`config.mk`:
```
export PLATFORM = sky130hd
export DESIGN_NAME = load_store_unit
export DESIGN_NICKNAME = d
export VERILOG_FILES = /design/src/rtl/load_store_unit.sv
export SDC_FILE = /design/constraint.sdc
export NUM_CORES = 1
export LEC_CHECK = 0
export BUFFER_PORTS_ARGS = -buffer_cell sky130_fd_sc_hd__buf_2
export CAP_MARGIN = 25
export CORE_AREA = 5 5 115 117
export DETAILED_ROUTE_END_ITERATION = 8
export DIE_AREA = 0 0 120 122
export GPL_TIMING_DRIVEN = 0
export HOLD_SLACK_MARGIN = 0.1
export PLACE_DENSITY = 0.79
export SLEW_MARGIN = 20
export SYNTH_ARGS = -nofsm -noshare
export SYNTH_HDL_FRONTEND = slang
export SYNTH_SLANG_ARGS = --single-unit
```
`constraint.sdc`:
```
create_clock -name C -period 1.9 [get_ports C]
set_input_delay 0.095 -clock C [delete_from_list [all_inputs] [get_ports C]]
set_output_delay 0.095 -clock C [all_outputs]
set_load 0.05 [all_outputs]
```
`src/rtl/load_store_unit.sv`:
```
// Load/store unit: aligned byte/half/word access to a word-wide memory with sub-word read-modify-write.
// Latency (accept -> rsp): error 1, load 2, word store 2, sub-word store 3; req_ready only in IDLE, one access in flight.
module load_store_unit #(
    parameter int MEM_WORDS = 4500
) (
    input  logic        C,
    input  logic        rst,
    input  logic        req_valid,
    output logic        req_ready,
    input  logic        req_we,
    input  logic [1:0]  req_size,
    input  logic        req_unsigned,
    input  logic [31:0] req_addr,
    input  logic [31:0] req_wdata,
    output logic        rsp_valid,
    output logic [31:0] rsp_rdata,
    output logic        rsp_err,
    output logic [31:0] mem_Din,
    output logic        mem_re,
    output logic        mem_we,
    output logic [31:0] mem_Ra,
    output logic [31:0] mem_Wa,
    input  logic [31:0] mem_Dout
);

    localparam logic [31:0] MEM_LIMIT = 32'(MEM_WORDS);
    localparam logic [1:0]  SZ_BYTE   = 2'b00;
    localparam logic [1:0]  SZ_HALF   = 2'b01;
    localparam logic [1:0]  SZ_WORD   = 2'b10;

    typedef enum logic [1:0] {IDLE, READ, WRITE, RESP} state_t;

    state_t      state, state_next;
    logic        accept;
    logic        req_err;
    logic [31:0] req_word;

    logic        q_we, q_uns, q_err;
    logic [1:0]  q_size;
    logic [31:0] q_addr, q_wdata, q_rd;
    logic [31:0] q_word;
    logic [31:0] store_word, load_word;

    assign accept   = req_valid && req_ready;
    assign req_word = {2'b00, req_addr[31:2]};
    assign q_word   = {2'b00, q_addr[31:2]};

    always_comb begin
        req_err = 1'b0;
        case (req_size)
            SZ_HALF: req_err = req_addr[0];
            SZ_WORD: req_err = (req_addr[1:0] != 2'b00);
            SZ_BYTE: req_err = 1'b0;
            default: req_err = 1'b1;
        endcase
        if (req_word >= MEM_LIMIT) req_err = 1'b1;
    end

    always_ff @(posedge C) begin
        if (rst) state <= IDLE;
        else     state <= state_next;
    end

    always_comb begin
        state_next = state;
        case (state)
            IDLE: begin
                if (req_valid) begin
                    if (req_err)                                state_next = RESP;
                    else if (req_we && req_size == SZ_WORD)     state_next = WRITE;
                    else                                        state_next = READ;
                end
            end
            READ:    state_next = q_we ? WRITE : RESP;
            WRITE:   state_next = RESP;
            RESP:    state_next = IDLE;
            default: state_next = IDLE;
        endcase
    end

    always_ff @(posedge C) begin
        if (rst) begin
            q_we    <= 1'b0;
            q_uns   <= 1'b0;
            q_err   <= 1'b0;
            q_size  <= 2'b00;
            q_addr  <= '0;
            q_wdata <= '0;
            q_rd    <= '0;
        end else begin
            if (accept) begin
                q_we    <= req_we;
                q_uns   <= req_unsigned;
                q_err   <= req_err;
                q_size  <= req_size;
                q_addr  <= req_addr;
                q_wdata <= req_wdata;
            end
            if (state == READ) q_rd <= mem_Dout;
        end
    end

    // Sub-word stores replace only the addressed lane of the word fetched in READ.
    always_comb begin
        store_word = q_rd;
        case (q_size)
            SZ_BYTE: begin
                case (q_addr[1:0])
                    2'd0:    store_word[7:0]   = q_wdata[7:0];
                    2'd1:    store_word[15:8]  = q_wdata[7:0];
                    2'd2:    store_word[23:16] = q_wdata[7:0];
                    default: store_word[31:24] = q_wdata[7:0];
                endcase
            end
            SZ_HALF: begin
                if (q_addr[1]) store_word[31:16] = q_wdata[15:0];
                else           store_word[15:0]  = q_wdata[15:0];
            end
            default: store_word = q_wdata;
        endcase
    end

    always_comb begin
        logic [7:0]  b;
        logic [15:0] h;
        case (q_addr[1:0])
            2'd0:    b = q_rd[7:0];
            2'd1:    b = q_rd[15:8];
            2'd2:    b = q_rd[23:16];
            default: b = q_rd[31:24];
        endcase
        h = q_addr[1] ? q_rd[31:16] : q_rd[15:0];
        case (q_size)
            SZ_BYTE: load_word = {{24{b[7] & ~q_uns}}, b};
            SZ_HALF: load_word = {{16{h[15] & ~q_uns}}, h};
            default: load_word = q_rd;
        endcase
    end

    always_comb begin
        req_ready = 1'b0;
        rsp_valid = 1'b0;
        rsp_err   = 1'b0;
        rsp_rdata = '0;
        mem_re    = 1'b0;
        mem_we    = 1'b0;
        mem_Ra    = '0;
        mem_Wa    = '0;
        mem_Din   = '0;
        case (state)
            IDLE: req_ready = 1'b1;
            READ: begin
                mem_re = 1'b1;
                mem_Ra = q_word;
            end
            WRITE: begin
                mem_we  = 1'b1;
                mem_Wa  = q_word;
                mem_Din = store_word;
            end
            RESP: begin
                rsp_valid = 1'b1;
                rsp_err   = q_err;
                rsp_rdata = (q_err || q_we) ? 32'd0 : load_word;
            end
            default: req_ready = 1'b0;
        endcase
    end

endmodule
```
==> metrics <==
H-tree levels 3; clock-pin slew on the worst setup and hold paths 0.07 ns; worst setup margin -0.414 ns; Critical Path Start q_addr[1]$_SDFFE_PP0P_; critical-path maximum fanout 8; Seq cells post-synth 103; Residual DRC 0; I/O pin cnt 236; GRT overflow 0; Die Width 120 um; setup violators final 65; initial antenna violation count 0; wirelength, routed 27100 um; sequential area share after synthesis 36.0%; P_leak 4.23 nW; Initial Utilization 46.7%; Syn Inst Count 760; Layout Cells excl Fill 1262; Hold Vio Cnt, Final 0; actual slew at the worst max-slew pin 0.752 ns; PD cells 1090 mW/mm^2; crit path kind flop to output port; Inserted Clock Buffers 9; largest net degree at the start of global routing 20; Clock Sinks 103; global-route wire length before repair 39700 um; worst rel slew slack 49.9%; ANT cells 0; share of post-route cells with drive strength above 1 40.9%; Cell Area, Synth 0.00573 mm^2; Setup Skew 0.00746 ns; Seq. cell area 0.00208 mm^2; Port Buffer Count 230; Final nets 1214; Critical-path top delay cell o41a_4; clk buf depth 2; HP Class input pin to flop; CP Capture Type output port; Detail Route Antenna Nets 0; area of the multi-input gates 0.00409 mm^2; fin crit share 122%; failing checks negative setup slack; Cell variety after synth 41; routed len/inst 21.5 um; hpwl dp 16300 um; CTS tree built; Core Region 0.0123 mm^2; fin area 0.00991 mm^2; Tmin final 2.31 ns; DR vias/cell 5.90; slowest stage delay, CP 0.56 ns; Area Growth Syn to Fin 73.2%; Site Rows 41; placer congestion estimate 0.955; vias in the first global route 7401; peak supply drop 740 uV; Yosys warnings 0; clk_lat worst skew 0.36 ns; DRT iter0 DRCs 876; dpl cells 1143; f_max 432 MHz; total number of vias 7446; Synth Area per Inst 7.53 um^2; GRT Util Overall 34.5%; placed inst area 0.00748 mm^2; max cap viols 0; full die area 0.0146 mm^2; CP startpoint kind flop; RSZ-0062 raised after global routing yes; Critical Path RT 1.80 ns; status finished, violations left; drt pass-1 iters 7; Data arrival, critical path 2.22 ns; Die Y 122 um; layout filler cell count 700; Clock Tree Root clkbuf_16; Hold Crit Start rst; Pins Over Slew Limit 0; CP Cell Sequence mux2i_2 > and2_1 > o41a_4 > a221oi_4 > buf_6; Reg-to-Reg Start state[0]$_SDFFE_PP0P_
==> final timing paths <==
check / to / slack [ns] / cells after the start
min: q_wdata[10]$_SDFFE_PP0P_ / 0.14 / 2
max reg2reg: q_addr[18]$_SDFFE_PP0P_ / 0.01 / 6
min reg2reg: q_wdata[25]$_SDFFE_PP0P_ / 0.45 / 2
max: rsp_rdata[8] / -0.41 / 5
==> cell type report <==
| cell class | count | area share [%] |
|---|---|---|
| multi-input cells | 579 | 41.3 |
| repair buffers | 339 | 27.9 |
| flip-flops and latches | 103 | 21.0 |
| plain buffers | 62 | 4.44 |
| clock buffers | 11 | 2.55 |
| well taps | 150 | 1.89 |
| inverters | 13 | 0.593 |
| clock inverters | 5 | 0.404 |
==> per-layer routing <==
metal,GRT usage (%),up-vias,share of wire [%]
li1,-,3311,-
met1,39.1,3414,35
met2,59.8,575,50
met3,6.87,146,9.6
met4,21.2,0,6.2
met5,0,-,0
==> power breakdown <==
| part | switching (mW) | internal [mW] | total [mW] | leakage [nW] |
|---|---|---|---|---|
| Sequential | 0.647 | 2.63 | 3.28 | 0.847 |
| Combinational | 3.50 | 2.11 | 5.61 | 3.24 |
| Clock | 0.898 | 0.974 | 1.87 | 0.140 |
==> worst max-delay path: cells and delay by family (launching register included) <==
family | cells | cell delay (ns)
buffers and inverters | 1 | 0.21
AOI/OAI and AO/OA | 2 | 0.94
muxes | 1 | 0.17
DFF | 1 | 0.38
and+or+nand+nor | 1 | 0.16
==> synth_stat cells <==
| cell | count | area (um^2) |
|---|---|---|
| nand2_1 | 157 | 589 |
| dfxtp_1 | 103 | 2060 |
| a21oi_1 | 73 | 365 |
| and2_1 | 62 | 388 |
| nor2_1 | 62 | 233 |
| clkbuf_1 | 52 | 195 |
| mux2i_1 | 41 | 410 |
| o21ai_0 | 27 | 135 |
| a221oi_1 | 22 | 193 |
| a21o_1 | 18 | 135 |
| nor2b_1 | 18 | 113 |
| nand3_1 | 17 | 85.1 |
| inv_1 | 12 | 45.0 |
| mux2_2 | 10 | 113 |
| nor3_1 | 10 | 50.1 |
| a222oi_1 | 8 | 80.1 |
| a22o_1 | 8 | 70.1 |
| o211a_1 | 8 | 80.1 |
| buf_1 | 7 | 26.3 |
| o22ai_1 | 6 | 37.5 |
| nor4_1 | 5 | 31.3 |
| buf_4 | 4 | 30.0 |
| ha_1 | 4 | 50.1 |
| nand2b_1 | 4 | 25.0 |
| buf_2 | 3 | 15.0 |
| a211oi_1 | 2 | 15.0 |
| buf_6 | 2 | 22.5 |
| o211ai_1 | 2 | 15.0 |
| a2111oi_4 | 1 | 27.5 |
| a21oi_2 | 1 | 8.76 |
| a22oi_1 | 1 | 7.51 |
| and2_0 | 1 | 6.26 |
| and3_1 | 1 | 6.26 |
| clkinv_1 | 1 | 3.75 |
| conb_1 | 1 | 3.75 |
| nand4_1 | 1 | 6.26 |
| o21ai_1 | 1 | 5.00 |
| o41a_1 | 1 | 11.3 |
| o41ai_1 | 1 | 8.76 |
| or3_4 | 1 | 11.3 |
| or4b_2 | 1 | 10.0 |
==> cells by family (layout without fill, tap and decap cells) <==
logic type | Yosys count | in the layout | synth area share, %
and+or+nand+nor | 340 | 340 | 27.1
AOI/OAI and AO/OA | 180 | 180 | 20.9
DFF | 103 | 103 | 36.0
buffers and inverters | 81 | 430 | 5.90
muxes | 51 | 51 | 9.13
adders and majority gates | 4 | 4 | 0.874
other | 1 | 4 | 0.0655
==> per-stage QoR <==
step / setup slack, ns / hold slack [ns] / power, mW / TNS, ns / utilization (%)
after floorplan: 0.0171 / 0.231 / 6.40 / 0 / -
after global placement: -0.302 / 0.327 / 7.51 / -20.05 / 61.0
after detailed placement: -0.326 / 0.336 / 7.57 / -20.14 / 61.0
after CTS: -0.416 / 0.118 / 10.2 / -12.52 / 79.2
after global routing: -0.426 / 0.149 / 11.2 / -19.85 / 80.9
final: -0.414 / 0.138 / 10.8 / -14.87 / 80.9
==> registers in the layout, indices dropped and copies added, names as in the netlist <==
| signal | cells |
|---|---|
| q_size | 2 |
| q_uns | 1 |
| state | 2 |
| q_err | 1 |
| q_rd | 32 |
| q_wdata | 32 |
| q_addr | 32 |
| q_we | 1 |
==> repair_timing <==
| action | 4_1_cts | 5_1_grt |
|---|---|---|
| resized for setup | 270 | 86 |
| cloned | 2 | 0 |
| pin swaps | 23 | 6 |
| hold buffers | 101 | 0 |
| buffers inserted | 5 | 1 |
| endpoints found under the setup margin | 167 | 178 |
| hold endpoints to repair | 101 | 0 |
==> cell usage in the layout (no fill, tap or decap), drive strengths merged, types with 2 or more instances in the layout <==
cell,instances
dlygate4sd3,101
nand2,157
nor2,62
nand3,17
a21oi,74
dfxtp,103
o22ai,6
and2,63
o211ai,2
mux2i,41
mux2,10
buf,243
a222oi,8
ha,4
a22o,8
nor4,5
a211oi,2
nor3,10
a21o,18
clkbuf,68
clkinv,2
o21ai,28
nand2b,4
clkinvlp,2
inv,14
conb,4
o211a,8
a221oi,22
nor2b,18
No activity file was read; power rests on OpenSTA's default activity.
